## src/rtl/ula_pkg.sv

```systemverilog
// Shared operation encoding and widths for the ula bit-slice ALU.
package ula_pkg;

    localparam int unsigned ULA_OP_W = 3;

    typedef enum logic [ULA_OP_W-1:0] {
        OP_AND   = 3'b000,
        OP_OR    = 3'b001,
        OP_SUM   = 3'b010,
        OP_XOR   = 3'b011,
        OP_NOR   = 3'b100,
        OP_PASSA = 3'b101,
        OP_PASSB = 3'b110,
        OP_SLT   = 3'b111
    } ula_op_e;

endpackage

```

## src/rtl/ula_fa.sv

```systemverilog
// One-bit full adder; the ula carry chain is a ripple of these cells.
module ula_fa (
    input  logic a,
    input  logic b,
    input  logic cin,
    output logic s,
    output logic cout
);

    assign s    = a ^ b ^ cin;
    assign cout = (a & b) | (a & cin) | (b & cin);

endmodule

```

## src/rtl/ula.sv

```systemverilog
// Bit-slice ALU with combinational result/flags and a registered copy.
// Define ULA_SLT_EN to enable signed set-less-than on op 111.
module ula
    import ula_pkg::*;
#(
    parameter int unsigned WIDTH = 1
) (
    input  logic                clk,
    input  logic                rst,
    input  logic [ULA_OP_W-1:0] ULAcontrole,
    input  logic [WIDTH-1:0]    a,
    input  logic [WIDTH-1:0]    b,
    input  logic                cin,
    input  logic                addsub,
    output logic [WIDTH-1:0]    ULAsaida,
    output logic                cout,
    output logic                zero,
    output logic [WIDTH-1:0]    ULAsaida_q,
    output logic                cout_q,
    output logic                zero_q
);

    logic [WIDTH-1:0] bx;
    logic [WIDTH-1:0] sum;
    logic [WIDTH:0]   c;
    logic [WIDTH-1:0] slt_val;
    ula_op_e          op;

    assign op   = ula_op_e'(ULAcontrole);
    assign bx   = b ^ {WIDTH{addsub}};
    assign c[0] = cin;

    for (genvar i = 0; i < WIDTH; i++) begin : g_chain
        ula_fa u_fa (
            .a    (a[i]),
            .b    (bx[i]),
            .cin  (c[i]),
            .s    (sum[i]),
            .cout (c[i+1])
        );
    end

`ifdef ULA_SLT_EN
    // Sign of the result corrected by the overflow bit of the last stage.
    always_comb begin
        slt_val    = '0;
        slt_val[0] = sum[WIDTH-1] ^ c[WIDTH] ^ c[WIDTH-1];
    end
`else
    assign slt_val = '0;
`endif

    always_comb begin
        ULAsaida = '0;
        unique case (op)
            OP_AND:   ULAsaida = a & b;
            OP_OR:    ULAsaida = a | b;
            OP_SUM:   ULAsaida = sum;
            OP_XOR:   ULAsaida = a ^ b;
            OP_NOR:   ULAsaida = ~(a | b);
            OP_PASSA: ULAsaida = a;
            OP_PASSB: ULAsaida = b;
            OP_SLT:   ULAsaida = slt_val;
            default:  ULAsaida = '0;
        endcase
    end

    assign cout = c[WIDTH];
    assign zero = ~|ULAsaida;

    always_ff @(posedge clk) begin
        if (rst) begin
            ULAsaida_q <= '0;
            cout_q     <= 1'b0;
            zero_q     <= 1'b0;
        end else begin
            ULAsaida_q <= ULAsaida;
            cout_q     <= cout;
            zero_q     <= zero;
        end
    end

endmodule

```

## config.mk

```make
export PLATFORM = sky130hd
export DESIGN_NAME = ula
export DESIGN_NICKNAME = d
export VERILOG_FILES = /design/src/rtl/ula_pkg.sv /design/src/rtl/ula_fa.sv /design/src/rtl/ula.sv
export SDC_FILE = /design/constraint.sdc
export NUM_CORES = 1
export LEC_CHECK = 0
export CAP_MARGIN = 20
export CORE_AREA = 3 3 40 42
export DETAILED_ROUTE_END_ITERATION = 16
export DIE_AREA = 0 0 43 45
export SYNTH_ARGS = -nofsm -noshare
export SYNTH_HDL_FRONTEND = slang
export SYNTH_SLANG_ARGS = --single-unit
```

## constraint.sdc

```tcl
create_clock -name clk -period 1.7 [get_ports clk]
set_clock_uncertainty 0.1 [all_clocks]
set_input_delay 0.17 -clock clk [delete_from_list [all_inputs] [get_ports clk]]
set_output_delay 0.17 -clock clk [all_outputs]
set_load 0.02 [all_outputs]
```

[Word-level counts from Yosys, hierarchy flattened]
Cells that the tools add are included.
Storage, ports and cells
  register bits after elaboration: 3
  input bits: 9
  output and inout bits: 6
  logic and storage cells: 25
Operators by class
  equality and inequality tests: 7
  muxes and demuxes: 1
  bitwise operators: 12
  reduce and logical (&&, ||, !) cells: 2
Operators with widths (count)
  3-bit equality test, second input constant: 4
  1-bit one-hot mux with 8 select lines: 1
  3-bit by 2-bit equality test with 1-bit output, second input constant: 2
  1-bit AND: 4
  1-bit XOR: 4
  3-bit by 1-bit equality test with 1-bit output, second input constant: 1
  3-bit zero test: 1
  1-bit OR: 3
  1-bit zero test: 1
  1-bit inverter: 1

[Depth between registers and ports, before layout]
  depth in word-level cells: 5
  gate-level depth with buffers: 5
  gate-level depth less buffers: 5

[By module]
A second synthesis with hierarchy kept.
Second synthesis, totals
  cell total of the unflattened synthesis: 23
  area, all modules: 231.5 sq um
By module, submodules not included
  ula: times used 1, cells an instance 22, area an instance 211.5 sq um
  ula_fa: times used 1, cells an instance 1, area an instance 20.0 sq um

[Least setup slack after synthesis]
Ideal clock, no wire load.
  path type: input-to-output
  from: in b
  to: out ULAsaida
  arrival: 1.291 ns
  required time: 1.430 ns
  path slack: 0.139 ns
  cell stages on the path: 5
  cells stage by stage: xor2_1 fa_1 mux2i_1 a32oi_2 and2_2
On the way
  word-level cells in the longest chain between the ends: 4
RTL lines
  start, declared: line ula.sv:12  | input logic [WIDTH-1:0] b,
  1-bit XOR: line ula.sv:30  | assign bx = b ^ {WIDTH{addsub}};
  1-bit XOR (2 in series): line ula_fa.sv:10  | assign s = a ^ b ^ cin;
  1-bit one-hot mux with 8 select lines *: line ula.sv:55  | unique case (op)
  end, declared: line ula.sv:15  | output logic [WIDTH-1:0] ULAsaida,
Mark *: on every way between the ends. The rest lies on a longest branch, timed or not.

[Final worst setup path]
  from: in addsub
  to: out ULAsaida
On the way
  word-level cells in the longest chain between the ends: 4
RTL lines
  start, declared: line ula.sv:14  | input logic addsub,
  1-bit XOR: line ula.sv:30
  1-bit XOR (2 in series): line ula_fa.sv:10
  1-bit one-hot mux with 8 select lines: line ula.sv:55
Every way passes these cells.

==> impl_metrics.yaml <==
global_routing:
  antenna_found_initial: 0
  grt_max_degree: 6
  first_global_vias: 242
  grt_usage: 0.0651
  grt_first_pass_wirelength_um: 910
  overflow: 0
worst_setup_path:
  critical-path-max-stage-delay_ns: 0.47
  crit_chain: "buf_6 > xor2_2 > fa_1 > mux2i_1 > a32oi_2 > and2_4 > buf_6"
  endpoint_kind: "output port"
  cp_data_arrival_time_ns: 1.47
  critical_path_class: "in -> out"
  worst_path_max_delay_cell: "fa_1"
  crit_end: "ULAsaida"
  crit_path_frequent_cell: "buf_6"
  cp_data_required_time_ns: 1.43
  cp-startpoint: "addsub"
  startpoint_type: "input pin"
  path_max_fanout: 3
routing:
  drtAntennaViolNets: 0
  drtPass1Iterations: 2
  drcViolationCount: 0
  vias_per_cell: 3.82
  drtIter0Drc: 2
  finalWirelength_um: 517
  vias: 237
  post_drt_wl_per_cell_um: 8.34
timing:
  hold_violations: 0
  period_needed_ns: 1.74
  max_freq_ghz: 0.574
  relSlewSlack: 0.855
  finalMaxSlewViolations: 0
  setup_violations: 1
  rsz0062_at_grt: "yes"
  setup_tns_ns: -0.0418
  tightest_slew_ns: 0.217
  fin_crit_sh: 1.02
  fin_ws_ns: -0.0418
power_and_ir_drop:
  p_leak_nw: 0.218
  vdd_drop_max_uv: 440
  power.density_nw_per_um2: 707
  p_total_mw: 0.332
clocking:
  clk_pin_slew_ns: 0.04
  htree_levels: 1
  numCtsBuffers: 3
  cts_root_buf: "clkbuf_4"
  clkSinkCount: 3
  clockBufferDepth: 2
  cts_tree: "built"
cells_and_area:
  fin_util: 0.366
  drive_gt1_frac: 0.383
  mostFrequentLayoutCells: "clkdlybuf4s50_1, buf_4, buf_6, dfxtp_1, clkbuf_4"
  final_common_cell: "clkdlybuf4s50_1"
  num_antenna_cells: 0
  final_cells: 62
  area_delta_synth_final_pct: 103
  nNetsFinal: 60
place:
  dp_cells: 57
  finalWeightedCongestion: 0.615
  port_buffers: 14
  dp_slack_ns: -0.907
  dp_hpwl_um: 428
logic_synthesis:
  synth_compound_area_frac: 0.146
  synth_top_family_by_area: "simple AND/OR/NAND/NOR gates"
  synth.distinct_cells: 16
  synth-seq-cells: 3
  synth_nets: 35
  yosysSeqAreaShare: 0.259
  yosysWarnings: 0
  synth-xor-area-share: 0.0378
  synth_cells: 23
  synthSimpleGateAreaFrac: 0.243
  synthAdderAreaFrac: 0.195
  syn_area_um2: 231
  syn_area_per_cell_um2: 10.1
  synth.area.mux_share: 0.0865
status:
  status: "finished, violations left"
  violations: "negative setup slack"
floorplanning:
  floorplan.die_area_um2: 1940
  die_x_um: 43
  fp.dieH_um: 45
  coreArea_um2: 1280
  start_util: 0.180
  rows: 13
  ioPinCount: 15
hold_path:
  hold_path.class: "in -> reg"
flow_run:
  maxCapViolations: 0
[state kept, by name, indices dropped and copies added (netlist names)]
| signal | count |
|---|---|
| ULAsaida_q | 1 |
| zero_q | 1 |
| cout_q | 1 |
[logic make-up after synthesis]
| logic type | after synthesis |
|---|---|
| AND/OR/NAND/NOR | 9 |
| XOR/XNOR | 1 |
| multiplexers | 2 |
| buffers and inverters | 2 |
| flip-flops | 3 |
| AO/OA/AOI/OAI | 3 |
| adder cells (fa/ha/maj) | 3 |
[what timing repair did]
item / in CTS / in global routing
hold buffers: 0 / 0
endpoints found under the setup margin: 5 / 3
resized for setup: 25 / 4
pin swaps: 4 / 4
endpoints found under the hold margin: 0 / 0
buffers inserted: 1 / 0
[through the flow]
step | cell area [µm²] | hold WS, ns
after floorplan | 231 | 0.139
after global placement | 428 | 0.651
after detailed placement | 428 | 0.658
after CTS | 468 | 0.381
after global routing | 470 | 0.357
final | 470 | 0.287
[cell type report]
class / instances / area, µm²
well taps: 15 / 18.8
repair buffers: 20 / 185
multi-input cells: 18 / 173
flip-flops and latches: 3 / 60.1
clock buffers: 4 / 26.3
fillers: 142 / 815
inverters: 2 / 7.51
[worst min path at each step]
stage,startpoint,slack [ns],endpoint,cells past startpoint
2_1_floorplan,rst,0.14,zero_q$_SDFF_PP0_,1
3_3_place_gp,rst,0.65,cout_q$_SDFF_PP0_,2
3_5_place_dp,rst,0.66,cout_q$_SDFF_PP0_,2
4_1_cts,cin,0.38,cout_q$_SDFF_PP0_,3
5_1_grt,a,0.36,cout_q$_SDFF_PP0_,3
6_report,a,0.29,cout_q$_SDFF_PP0_,3
[Yosys cell counts (all sizes together)]
library cell | n | share of area
ha | 2 | 0.11
a21oi | 1 | 0.022
mux2i | 2 | 0.086
nor2 | 1 | 0.016
dfxtp | 3 | 0.26
nand2 | 1 | 0.016
xor2 | 1 | 0.038
fa | 1 | 0.086
nand3b | 1 | 0.032
a32oi | 1 | 0.070
o211ai | 1 | 0.054
nand2b | 2 | 0.054
and3b | 1 | 0.038
nor2b | 2 | 0.054
and2 | 1 | 0.032
inv | 2 | 0.032
[report_power, final]
part	internal, mW	total (mW)	switching (mW)
registers	0.0770	0.0783	0.00131
clock network	0.0881	0.126	0.0379
logic	0.0740	0.128	0.0542
[metal layers]
layer | vias up | GRT usage | wire (µm)
met4 | 0 | 0.0542 | 0
met1 | 104 | 0.0823 | 213
met5 | - | 0 | 0
met3 | 0 | 0.0120 | 42
li1 | 124 | - | -
met2 | 9 | 0.0958 | 260
[critical path, delay by kind of cell]
kind | cells | cell delay (ns)
adders and majority gates | 1 | 0.47
buffers and inverters | 2 | 0.20
and+or+nand+nor | 1 | 0.18
AOI/OAI and AO/OA | 1 | 0.22
xor gates and xnor gates | 1 | 0.16
muxes | 1 | 0.07
Power figures use the tool's default switching activity.
